### src/rtl/btree_hit_sequencer.sv
// btree_hit_sequencer: time-multiplexed topmost-hit resolver.
// Reduces a RECT_COUNT-bit hit vector CHUNK flags per cycle through one shared
// priority tree and reports the highest set index plus an any-hit flag.
// Optional feature macro: BTREE_SEQ_EARLY_EXIT_EN (scan top chunk down, stop at
// the first chunk with a hit). Default build scans every chunk ascending.

`ifndef RECT_COUNT
`define RECT_COUNT 64
`endif
`ifndef RECT_COUNT_WIDTH
`define RECT_COUNT_WIDTH $clog2(`RECT_COUNT)
`endif

module btree_hit_sequencer #(
  parameter int unsigned RECT_COUNT       = `RECT_COUNT,
  parameter int unsigned RECT_COUNT_WIDTH = `RECT_COUNT_WIDTH,
  parameter int unsigned CHUNK            = 8
) (
  input  logic                        clk,
  input  logic                        reset,
  input  logic                        in_valid,
  output logic                        in_ready,
  input  logic [RECT_COUNT-1:0]       flags_in,
  output logic                        out_valid,
  input  logic                        out_ready,
  output logic                        hit_out,
  output logic [RECT_COUNT_WIDTH-1:0] index_out
);

  localparam int unsigned NCHUNK = RECT_COUNT / CHUNK;
  localparam int unsigned CW     = $clog2(CHUNK);
  localparam int unsigned KW     = (NCHUNK > 1) ? $clog2(NCHUNK) : 1;

  localparam logic [KW-1:0] K_LAST = KW'(NCHUNK - 1);
  localparam logic [KW-1:0] K_ONE  = KW'(1);

  typedef enum logic [1:0] {
    S_IDLE,
    S_SCAN,
    S_DONE
  } state_t;

  state_t                      r_state;
  logic [RECT_COUNT-1:0]       r_flags;
  logic [KW-1:0]               r_k;
  logic                        r_hit;
  logic [RECT_COUNT_WIDTH-1:0] r_idx;
  logic                        r_in_ready;
  logic                        r_out_valid;

  logic [KW+CW-1:0]            w_base;
  logic [CHUNK-1:0]            w_chunk;
  logic                        w_any;
  logic [CW-1:0]               w_bit;
  logic [KW+CW-1:0]            w_cat;

  // Chunk base is {k, CW zeros}: the chunk offset needs no adder.
  assign w_base  = {r_k, {CW{1'b0}}};
  assign w_chunk = r_flags[w_base +: CHUNK];
  assign w_cat   = {r_k, w_bit};

  // Shared CHUNK-wide priority tree: highest set bit in the current chunk wins.
  always_comb begin
    w_any = 1'b0;
    w_bit = '0;
    for (int unsigned i = 0; i < CHUNK; i++) begin
      if (w_chunk[i]) begin
        w_any = 1'b1;
        w_bit = CW'(i);
      end
    end
  end

  // Control FSM with registered handshake and result outputs.
  always_ff @(posedge clk) begin
    if (reset) begin
      r_state     <= S_IDLE;
      r_flags     <= '0;
      r_k         <= '0;
      r_hit       <= 1'b0;
      r_idx       <= '0;
      r_in_ready  <= 1'b1;
      r_out_valid <= 1'b0;
    end else begin
      case (r_state)
        S_IDLE: begin
          if (in_valid && r_in_ready) begin
            r_flags    <= flags_in;
            r_hit      <= 1'b0;
            r_idx      <= '0;
            r_in_ready <= 1'b0;
`ifdef BTREE_SEQ_EARLY_EXIT_EN
            r_k        <= K_LAST;
`else
            r_k        <= '0;
`endif
            r_state    <= S_SCAN;
          end
        end
        S_SCAN: begin
          if (w_any) begin
            r_hit <= 1'b1;
            r_idx <= RECT_COUNT_WIDTH'(w_cat);
          end
`ifdef BTREE_SEQ_EARLY_EXIT_EN
          // Descending scan: the first hit chunk already holds the topmost flag.
          if (w_any || (r_k == '0)) begin
            r_out_valid <= 1'b1;
            r_state     <= S_DONE;
          end else begin
            r_k <= r_k - K_ONE;
          end
`else
          // Ascending scan: later hit chunks overwrite the winner.
          if (r_k == K_LAST) begin
            r_out_valid <= 1'b1;
            r_state     <= S_DONE;
          end else begin
            r_k <= r_k + K_ONE;
          end
`endif
        end
        S_DONE: begin
          if (out_ready) begin
            r_out_valid <= 1'b0;
            r_in_ready  <= 1'b1;
            r_state     <= S_IDLE;
          end
        end
        default: begin
          r_out_valid <= 1'b0;
          r_in_ready  <= 1'b1;
          r_state     <= S_IDLE;
        end
      endcase
    end
  end

  assign in_ready  = r_in_ready;
  assign out_valid = r_out_valid;
  assign hit_out   = r_hit;
  assign index_out = r_idx;

endmodule

### config.mk
export PLATFORM = sky130hd
export DESIGN_NAME = btree_hit_sequencer
export DESIGN_NICKNAME = d
export VERILOG_FILES = /design/src/rtl/btree_hit_sequencer.sv
export SDC_FILE = /design/constraint.sdc
export NUM_CORES = 1
export LEC_CHECK = 0
export BUFFER_PORTS_ARGS = -buffer_cell sky130_fd_sc_hd__buf_2
export CORE_ASPECT_RATIO = 0.9
export CORE_MARGIN = 3
export CORE_UTILIZATION = 54
export DETAILED_ROUTE_END_ITERATION = 8
export PLACE_DENSITY = 0.8
export SLEW_MARGIN = 5
export SYNTH_ARGS = -nofsm -noshare
export SYNTH_HDL_FRONTEND = slang
export SYNTH_SLANG_ARGS = --single-unit
### constraint.sdc
create_clock -name clk -period 2.2 [get_ports clk]
set_input_delay 0 -clock clk [delete_from_list [all_inputs] [get_ports clk]]
set_output_delay 0 -clock clk [all_outputs]
set_load 0.03 [all_outputs]
==> results of run 1 <==
## worst max-delay path: cells and delay by family, from the launching register on
| family | cells | cell delay [ps] |
|---|---|---|
| and+or+nand+nor | 1 | 120 |
| AOI/OAI and AO/OA | 3 | 760 |
| muxes | 2 | 570 |
| buffers and inverters | 2 | 280 |
| DFF | 1 | 420 |
## worst max-delay path by stage
| stage | cells after the start | to | from | slack (ps) |
|---|---|---|---|---|
| finish | 8 | index_out[3] | r_k[1] | -30 |
| global route | 8 | index_out[3] | r_k[1] | -160 |
| CTS | 7 | index_out[3] | r_k[1] | 60 |
| detailed placement | 6 | index_out[3] | r_k[0] | -40 |
| global placement | 6 | index_out[5] | r_k[0] | 50 |
| floorplan | 7 | index_out[0] | r_k[0] | 160 |
## logic make-up (layout without fill, tap and decap cells)
logic type	after synthesis	count (layout)	synth area share, %
and+or+nand+nor	182	182	21.7
AOI/OAI and AO/OA	87	87	14.2
DFF	78	78	45.7
muxes	34	34	13.7
buffers and inverters	30	179	3.99
adders and majority gates	2	2	0.732
other	0	2	0
## power by group
| part | internal [mW] | leakage, nW | switching (mW) |
|---|---|---|---|
| clock | 0.701 | 0.116 | 0.532 |
| combinational | 0.304 | 1.30 | 0.338 |
| sequential | 1.50 | 0.639 | 0.0771 |
## final cells by class
| cell class | instances | area [sq um] |
|---|---|---|
| multi-input combinational | 305 | 1800 |
| sequential | 78 | 1570 |
| timing repair buffer | 162 | 1240 |
| fill | 312 | 926 |
| clock buffer | 11 | 151 |
| tap | 84 | 105 |
| clock inverter | 5 | 81.3 |
| antenna | 2 | 5.00 |
| inverter | 1 | 3.75 |
## metal layers
layer	GRT usage (%)	wire length, um	vias up
li1	-	-	1681
met1	29.7	4370	1717
met2	47.2	5910	279
met3	7.33	1130	71
met4	15.4	585	0
met5	0	0	-
## what timing repair did
item                                    CTS  global route
gates resized for setup                   2            15
pin swaps                                 0             1
endpoints found under the setup margin    7             7
gates cloned                              0             1
hold endpoints to repair                 65             0
setup buffers                             0            10
hold buffers                             65             0
## state kept, by name, summed over array words and instances, names as in the netlist
signal     flops
out_valid      1
r_k            3
hit_out        1
r_flags       64
in_ready       1
r_state        2
index_out      6
## cells in the final DEF, fill, tap and decap left out, types with 2 or more instances in the layout
cell type      count
nand2_1          147
dfxtp_1           76
buf_2             76
a21oi_1           75
dlygate4sd3_1     65
buf_4             17
mux2i_1           12
clkbuf_8          11
nor2_1            10
nand2b_1           7
mux4_2             7
nand3_1            6
mux2_2             6
mux2i_4            6
nor2b_1            4
o22ai_1            3
buf_12             3
diode_2            2
mux4_1             2
a32o_1             2
o21bai_1           2
nand4_1            2
ha_1               2
bufinv_16          2
dfxtp_4            2
## metrics by stage
step	power [mW]	setup TNS (ps)	util (%)	cells
2_1_floorplan	1.91	0	-	413
3_3_place_gp	2.05	0	65.8	554
3_5_place_dp	2.06	-172	65.8	554
4_1_cts	3.35	0	80.9	635
5_1_grt	3.55	-869	84.2	647
6_report	3.45	-84.0	84.3	648
==> flow_metrics.env, run 1 <==
export IMPL_run_status="finished, violations left"
export IMPL_failing_checks="negative setup slack"
export IMPL_power_static_leakage_nw=2.06
export IMPL_clock_tree_buffer_depth=2
export IMPL_regToRegSetupSlack_ps=-30
export IMPL_timing_setup_critical_path_class="reg -> reg"
export IMPL_synth_edf_count=0
export IMPL_grtUsageTotal_pct=26.7
export IMPL_hp_start="in_valid"
export IMPL_drc_errors=0
export IMPL_finalWirelength_um=12000
export IMPL_dpl_instance_area_sq_mm=0.00387
export IMPL_netlist_cell_type_count=31
export IMPL_final_cell_area_sq_mm=0.00496
export IMPL_grt_antenna_before_repair=1
export IMPL_netlist_area_sq_mm=0.00342
export IMPL_initial_core_util_pct=58.1
export IMPL_worstPathMaxFanout=8
export IMPL_io_pins=77
export IMPL_async_reset_ff_share_pct=0
export IMPL_power_per_cell_area_mw_per_mm2=695
export IMPL_r2r_start="r_k[1]"
export IMPL_synth_area_leader_cell="dfxtp_1"
export IMPL_number_of_maximum_capacitance_violations=0
export IMPL_placement_io_buffers=76
export IMPL_critPathCaptureType="flip-flop"
export IMPL_post_synth_top_count_cell="nand2_1"
export IMPL_final_number_of_hold_violating_endpoints=0
export IMPL_timing_hold_worst_class="in -> reg"
export IMPL_antenna_violating_nets_post_route=0
export IMPL_row_count=26
export IMPL_cts_tree="built"
export IMPL_clkLatencyLatePin_ps=350
export IMPL_die_height_um=81.5
export IMPL_crit_required_ps=2480
export IMPL_average_cell_area_after_synthesis_sq_um=8.28
export IMPL_clock_transition_at_the_registers_of_the_reported_paths_ps=80
export IMPL_post_route_worst_setup_slack_ps=-30.8
export IMPL_critical_path_slowest_cell="dfxtp_4"
export IMPL_report_final_slew_viol_count=0
export IMPL_post_route_period_util_pct=101
export IMPL_nets=627
export IMPL_preCtsSetupSlack_ps=-42.3
export IMPL_gpl_final_weighted_congestion=0.837
export IMPL_final_layout_size_suffix_gt1_share_pct=25.1
export IMPL_fin_hold_ws_ps=71.6
export IMPL_sequential_to_total_area_share_from_yosys_stat_pct=45.7
export IMPL_syn_instance_count=413
export IMPL_r2r_worst_path_cells=8
export IMPL_clock_skew_final_ps=4.67
export IMPL_min_path_cells=3
export IMPL_initial_detailed_routing_violation_count=410
export IMPL_gr_total_overflow=0
export IMPL_synth_top_cells_by_area="dfxtp_1 (46%), nand2_1 (16%), a21oi_1 (11%)"
export IMPL_critical_path_cell_chain="buf_12 -> buf_4 -> mux2i_1 -> nand2_1 -> o22ai_1 -> o21bai_4 -> o21ai_4 -> mux2i_1"
export IMPL_postSynthRegisterBits=78
export IMPL_cts_made_buffers=9
export IMPL_peakVddDrop_uv=536
export IMPL_cts_root_buffer_cell="clkbuf_8"
export IMPL_core_region_area_sq_mm=0.00589
export IMPL_max_stage_delay_ps=420
export IMPL_cts_max_level=3
export IMPL_holdPathEnd="in_ready"
export IMPL_grt_first_pass_wirelength_um=15500
export IMPL_top_area_cell_type_share_of_the_netlist_area_pct=45.7
export IMPL_dominantRegCellSynth="dfxtp_1"
export IMPL_clock_sinks=78
export IMPL_routed_wire_length_per_instance_um=18.5
export IMPL_flow_area_growth_from_synthesis_pct=45.2
export IMPL_fp_dieArea_sq_mm=0.00732
export IMPL_yosysWarnings=0
export IMPL_tightest_slew_ps=689
export IMPL_via_count=3748
export IMPL_setup_violations_final=5
export IMPL_max_freq_mhz=448
export IMPL_worst_setup_path_start_kind="flip-flop"
export IMPL_timing_slew_headroom_pct=54.0
export IMPL_critical_path_most_common_cell="mux2i_1"
export IMPL_final_min_clock_period_ps=2230
export IMPL_hpwl_um=5790
export IMPL_critical_path_arrival_ps=2510
export IMPL_die_extent_in_x_um=89.9
export IMPL_vias_in_the_first_global_route=3350
export IMPL_synthesis_nets=483
export IMPL_crit_reg2reg_capture="index_out[3]"
export IMPL_netlist_top_cells_count="nand2_1 (148), dfxtp_1 (78), a21oi_1 (75)"
export IMPL_dr_pass1_iters=5
export IMPL_grt_start_max_net_pins=68
export IMPL_drt_vias_per_instance=5.78
Power figures use the tool's default switching activity.
==> inputs of run 2 (changes only) <==
--- a/config.mk
+++ b/config.mk
@@ -8,9 +8,8 @@
 export BUFFER_PORTS_ARGS = -buffer_cell sky130_fd_sc_hd__buf_2
 export CORE_ASPECT_RATIO = 0.9
 export CORE_MARGIN = 3
-export CORE_UTILIZATION = 54
+export CORE_UTILIZATION = 26
 export DETAILED_ROUTE_END_ITERATION = 8
-export PLACE_DENSITY = 0.8
 export SLEW_MARGIN = 5
 export SYNTH_ARGS = -nofsm -noshare
 export SYNTH_HDL_FRONTEND = slang
==> run 2 against run 1 <==
Compared with the run above:
- final cell count is 11% higher
- worst setup slack better by 130 ps
- critical endpoint is now index_out[0]
- sequential share of layout area is 0.46 points lower
- clock power is 20% higher
- the run now ends clean
- largest cell class unchanged
- power is 5.6% higher
- die area is 99% higher
- flip-flop and latch count stayed put
- cell area is 1.3% higher
- register-to-register slack better by 130 ps
==> flow_metrics.env, run 2 (synthesis gave the netlist of run 1 again) <==
export IMPL_run_status="completed"
export IMPL_clkLatencyLatePin_ps=330
export IMPL_timing_setup_critical_path_class="reg -> reg"
export IMPL_setup_total_negative_slack_ps=0
export IMPL_post_route_period_util_pct=95.4
export IMPL_clock_power_share_pct=40.7
export IMPL_power_report_internal_total_mw=2.73
export IMPL_clock_tree_buffer_depth=2
export IMPL_final_layout_size_suffix_gt1_share_pct=23.7
export IMPL_nets=621
export IMPL_vias_in_the_first_global_route=3239
export IMPL_die_height_um=115
export IMPL_power_static_leakage_nw=2.06
export IMPL_placement_io_buffers=76
export IMPL_cts_root_buffer_cell="clkbuf_16"
export IMPL_core_region_area_sq_mm=0.0128
export IMPL_max_freq_mhz=477
export IMPL_design_power_total_mw=3.64
export IMPL_cts_tree="built"
export IMPL_number_of_maximum_capacitance_violations=0
export IMPL_power_per_cell_area_mw_per_mm2=724
export IMPL_grtUsageTotal_pct=13.3
export IMPL_fp_dieArea_sq_mm=0.0146
export IMPL_dr_pass1_iters=4
export IMPL_row_count=39
export IMPL_clock_sinks=78
export IMPL_p_seq_share_pct=42.9
export IMPL_timing_hold_worst_class="in -> reg"
export IMPL_critPathCaptureType="flip-flop"
export IMPL_top_usage_layer="met2"
export IMPL_rsz0062_at_grt="no"
export IMPL_largest_register="r_flags"
export IMPL_met3_usage_pct=3.25
export IMPL_antenna_violating_nets_post_route=0
export IMPL_gpl_final_weighted_congestion=0.846
export IMPL_clock_transition_at_the_registers_of_the_reported_paths_ps=60
export IMPL_grt_first_pass_wirelength_um=15600
export IMPL_initial_core_util_pct=26.7
export IMPL_finalWirelength_um=9470
export IMPL_insertedDiodeCount=0
export IMPL_combinationalPowerShare_pct=16.4
export IMPL_grt_start_max_net_pins=68
export IMPL_grt_use_met2_pct=22.4
export IMPL_die_extent_in_x_um=127
export IMPL_tightest_slew_ps=665
export IMPL_hpwl_um=6720
export IMPL_flow_area_growth_from_synthesis_pct=47.1
export IMPL_setup_violations_final=0
export IMPL_p_sw_mw=0.909
export IMPL_drt_vias_per_instance=4.52
export IMPL_worstPathMaxFanout=7
export IMPL_peakVddDrop_uv=421
export IMPL_layout_commonest_cell="nand2_1"
export IMPL_final_min_clock_period_ps=2100
export IMPL_grt_antenna_before_repair=0
export IMPL_grt_use_met1_pct=17.3
export IMPL_routed_wire_length_per_instance_um=13.2
export IMPL_via_count=3251
export IMPL_initial_detailed_routing_violation_count=119
export IMPL_timing_slew_headroom_pct=55.6
export IMPL_io_pins=77
export IMPL_cts_made_buffers=9
export IMPL_worst_setup_path_start_kind="flip-flop"
export IMPL_critical_path_arrival_ps=2350
export IMPL_cts_max_level=3
export IMPL_switching_share_pct=25.0
export IMPL_gr_total_overflow=0
export IMPL_drc_errors=0
export IMPL_report_final_slew_viol_count=0
export IMPL_regToRegSetupSlack_ps=100
export IMPL_mostFrequentLayoutCells="nand2_1 (147), dfxtp_1 (76), buf_2 (76)"
export IMPL_final_number_of_hold_violating_endpoints=0
export IMPL_largest_register_ff_count=64
export IMPL_crit_required_ps=2450
export IMPL_clock_skew_final_ps=4.15
export IMPL_utilization_pct=39.3
[run 2: worst max-delay path, stage by stage (launching register included)]
cell,delay [ps]
dfxtp_2,350
buf_12,130
mux4_2,500
mux2_4,300
nor2_4,110
nand3_2,110
o21ai_4,300
mux2i_1,230
[run 2: path summary, 6_finish.rpt]
kind / cells after the start / end / from
max: 7 / index_out[0] / r_k[0]
min: 3 / in_ready / in_valid
max reg2reg: 7 / index_out[0] / r_k[0]
min reg2reg: 2 / r_flags[40] / r_flags[40]
[run 2: metal layers]
metal / share of wire [%] / routed length (um)
met1: 45 / 4300
met2: 49 / 4610
met3: 4.9 / 465
met4: 1.0 / 98
met5: 0 / 0
[run 2: what timing repair did]
item | in CTS | in global routing
endpoints found under the hold margin | 65 | 0
endpoints found under the setup margin | 1 | 6
setup buffers | 0 | 4
pin swaps | 1 | 2
hold buffers | 65 | 0
gates resized for setup | 1 | 13
[run 2: area by class of cell]
class                           instances  area, sq um
Sequential cell                        78         1570
Tap cell                              164          205
Clock inverter                          4         45.0
Inverter                                1         3.75
Clock buffer                           12          256
Fill cell                            1316         7760
Timing Repair Buffer                  156         1170
Multi-Input combinational cell        305         1780
[run 2: power by group through the flow]
stage	Clock (mW)	Combinational, mW	Sequential, mW
5_1_grt	1.58	0.664	1.57
3_3_place_gp	0	0.476	1.59
6_report	1.48	0.598	1.56
2_1_floorplan	0	0.326	1.58
4_1_cts	1.51	0.580	1.56
3_5_place_dp	0	0.490	1.59
[run 2: per-stage QoR]
step | setup slack [ps] | cells | hold slack [ps] | instance area, sq um
after floorplan | 163 | 413 | 136 | 3420
after global placement | 105 | 635 | 242 | 3980
after detailed placement | 19.9 | 635 | 249 | 3980
after CTS | 57.7 | 716 | 99.3 | 4940
after global routing | 6.28 | 720 | 110 | 5030
final | 101 | 720 | 93.9 | 5030
==> inputs of run 3 (changes only) <==
--- a/config.mk
+++ b/config.mk
@@ -5,10 +5,13 @@
 export SDC_FILE = /design/constraint.sdc
 export NUM_CORES = 1
 export LEC_CHECK = 0
+export ABC_AREA = 1
 export BUFFER_PORTS_ARGS = -buffer_cell sky130_fd_sc_hd__buf_2
 export CORE_ASPECT_RATIO = 0.9
 export CORE_MARGIN = 3
 export CORE_UTILIZATION = 26
+export CTS_CLUSTER_DIAMETER = 80
+export CTS_CLUSTER_SIZE = 24
 export DETAILED_ROUTE_END_ITERATION = 8
 export SLEW_MARGIN = 5
 export SYNTH_ARGS = -nofsm -noshare
==> run 3 against run 2 <==
Compared with the run above:
- global-route usage shrank 0.085 points
- critical path type unchanged
- highest routed layer unchanged
- largest power group is now the clock network
- cell area shrank 1.0%
- core utilization decreased by 1.0 points
- routed wire length rose by 1.2%
- clock skew rose by 4.2 ps
==> flow_metrics.env, run 3 <==
export IMPL_dominantRegCellSynth="dfxtp_1"
export IMPL_n_fill_cell=1347
export IMPL_io_pins=77
export IMPL_cts_tree="built"
export IMPL_rsz0062_at_grt="no"
export IMPL_post_cts_setup_buffers=0
export IMPL_max_freq_mhz=540
export IMPL_p_sw_mw=1.16
export IMPL_drc_errors=0
export IMPL_tightest_slew_ps=1110
export IMPL_initial_detailed_routing_violation_count=186
export IMPL_insertedDiodeCount=0
export IMPL_via_count=3506
export IMPL_initial_core_util_pct=27.2
export IMPL_switching_share_pct=26.8
export IMPL_clock_power_share_pct=41.8
export IMPL_report_final_slew_viol_count=0
export IMPL_synth_area_leader_cell="dfxtp_1"
export IMPL_top_area_cell_type_share_of_the_netlist_area_pct=44.2
export IMPL_dr_pass1_iters=4
export IMPL_syn_instance_count=489
export IMPL_largest_register="r_flags"
export IMPL_clock_sinks=78
export IMPL_synthMuxAreaShare_pct=0
export IMPL_netlist_cell_type_count=30
export IMPL_grt_first_pass_wirelength_um=15900
export IMPL_clock_skew_final_ps=8.37
export IMPL_run_status="completed"
export IMPL_timing_slew_headroom_pct=25.9
export IMPL_post_synth_top_count_cell="nor2_1"
export IMPL_nets=683
export IMPL_layout_commonest_cell="nor2_1"
export IMPL_setup_total_negative_slack_ps=0
export IMPL_gr_total_overflow=0
export IMPL_design_power_total_mw=4.34
export IMPL_clock_transition_at_the_registers_of_the_reported_paths_ps=60
export IMPL_clock_tree_buffer_depth=2
export IMPL_power_report_internal_total_mw=3.18
export IMPL_placement_io_buffers=76
export IMPL_netlist_top_cells_count="nor2_1 (97), dfxtp_1 (78), o21ai_0 (72)"
export IMPL_critPathCaptureType="flip-flop"
export IMPL_synth_edf_count=0
export IMPL_synth_top_family_by_area="simple AND/OR/NAND/NOR gates"
export IMPL_largest_register_ff_count=64
export IMPL_grt_start_max_net_pins=55
export IMPL_synth_simple_gate_area_share_pct=25.3
export IMPL_synth_compound_gate_area_share_pct=20.9
export IMPL_post_route_period_util_pct=84.1
export IMPL_number_of_maximum_capacitance_violations=0
export IMPL_die_height_um=117
export IMPL_netlist_area_sq_mm=0.00353
export IMPL_crit_required_ps=2470
export IMPL_timing_setup_critical_path_class="reg -> reg"
export IMPL_sequential_to_total_area_share_from_yosys_stat_pct=44.2
export IMPL_final_number_of_hold_violating_endpoints=0
export IMPL_clkLatencyLatePin_ps=330
export IMPL_synth_top_cells_by_area="dfxtp_1 (44%), nor2_1 (10%), o21ai_0 (10%)"
export IMPL_cts_max_level=3
export IMPL_synthesis_nets=559
export IMPL_die_extent_in_x_um=129
export IMPL_mostFrequentLayoutCells="nor2_1 (97), dfxtp_1 (78), buf_2 (76)"
export IMPL_p_seq_share_pct=38.3
export IMPL_setup_violations_final=0
export IMPL_core_region_area_sq_mm=0.0130
export IMPL_async_reset_ff_share_pct=0
export IMPL_hpwl_um=6910
export IMPL_power_static_leakage_nw=2.16
export IMPL_final_min_clock_period_ps=1850
export IMPL_antenna_violating_nets_post_route=0
export IMPL_flow_area_growth_from_synthesis_pct=40.9
export IMPL_vias_in_the_first_global_route=3451
export IMPL_average_cell_area_after_synthesis_sq_um=7.22
export IMPL_preCtsSetupSlack_ps=356
export IMPL_finalWirelength_um=9590
export IMPL_combinationalPowerShare_pct=19.9
export IMPL_post_synth_xor_area_fraction_pct=0
export IMPL_yosys_area_share_adder_pct=0.709
export IMPL_fp_dieArea_sq_mm=0.0150
export IMPL_drt_vias_per_instance=4.48
export IMPL_worst_setup_path_start_kind="flip-flop"
export IMPL_final_layout_size_suffix_gt1_share_pct=21.2
export IMPL_postSynthRegisterBits=78
export IMPL_routed_wire_length_per_instance_um=12.3
export IMPL_gpl_final_weighted_congestion=0.853
export IMPL_grtUsageTotal_pct=13.3
export IMPL_worstPathMaxFanout=39
export IMPL_power_per_cell_area_mw_per_mm2=873
export IMPL_cts_root_buffer_cell="clkbuf_16"
export IMPL_yosysWarnings=0
export IMPL_row_count=39
export IMPL_post_route_worst_setup_slack_ps=349
export IMPL_timing_hold_worst_class="in -> reg"
export IMPL_peakVddDrop_uv=527
export IMPL_critical_path_arrival_ps=2120
export IMPL_cts_made_buffers=9
export IMPL_grt_antenna_before_repair=0
==> run 3: cell types whose count changed in the layout (fill, tap and decap cells not counted), moves of 14 or more <==
cell,previous run,this run
mux2i_1,14,0
o21ai_0,0,72
nand2_1,147,69
nand3_1,6,26
inv_1,0,29
nor2_1,10,97
a21oi_1,75,34
==> run 3: per-layer routing <==
metal	up-vias	part of all wire (%)	GRT usage [%]	wire length (um)
li1	1837	-	-	-
met1	1582	49	17.0	4700
met2	79	45	21.7	4330
met3	8	4.6	3.43	438
met4	0	1.2	4.62	119
met5	-	0	0	0
==> run 3: cell type report <==
cell class	instances	area, sq um	area share, %
clock buffers	10	239	4.80
clock inverters	6	133	2.67
inverters	33	129	2.59
multi-input cells	346	1660	33.4
flip-flops and latches	78	1560	31.4
well taps	164	205	4.12
repair buffers	145	1050	21.1
==> run 3: worst paths after layout <==
check                                  start     endpoint  slack (ps)  cells after the start
worst max-delay path              r_state[1]  r_flags[35]         350                      6
worst min-delay path            flags_in[61]  r_flags[61]           4                      3
worst max register to register    r_state[1]  r_flags[35]         350                      6
worst min register to register   r_flags[29]  r_flags[29]         450                      2
==> run 3: repair_timing <==
item / in CTS / in global routing
endpoints found under the hold margin: 61 / 0
resized for setup: 0 / 0
hold buffers: 60 / 0
==> run 3: cell families after synthesis <==
family | after synthesis
AO/OA/AOI/OAI | 134
flip-flops | 78
adder cells (fa/ha/maj) | 2
buffers and inverters | 65
AND/OR/NAND/NOR | 210
==> run 3: critical path: stages, from the launching register on <==
cell,delay [ps]
dfxtp_1,380
nor2_1,100
nand2_1,150
nand2_2,100
inv_1,810
nor2_1,90
nor2_1,140
==> run 3: through the flow <==
step / std cells / hold WS [ps] / area [sq um] / utilization, %
after floorplan: 489 / 62.4 / 3530 / -
after global placement: 706 / 252 / 4000 / 30.8
after detailed placement: 706 / 258 / 4000 / 30.8
after CTS: 782 / 4.09 / 4970 / 38.3
after global routing: 782 / 12.6 / 4970 / 38.3
final: 782 / 4.11 / 4970 / 38.3
==> run 3: power by group through the flow <==
| stage | Combinational [mW] | Clock (mW) | Sequential [mW] |
|---|---|---|---|
| 6_report | 0.866 | 1.81 | 1.66 |
| 5_1_grt | 0.998 | 1.91 | 1.68 |
| 4_1_cts | 0.872 | 1.85 | 1.66 |
| 3_5_place_dp | 0.787 | 0 | 1.69 |
| 3_3_place_gp | 0.775 | 0 | 1.69 |
| 2_1_floorplan | 0.584 | 0 | 1.69 |
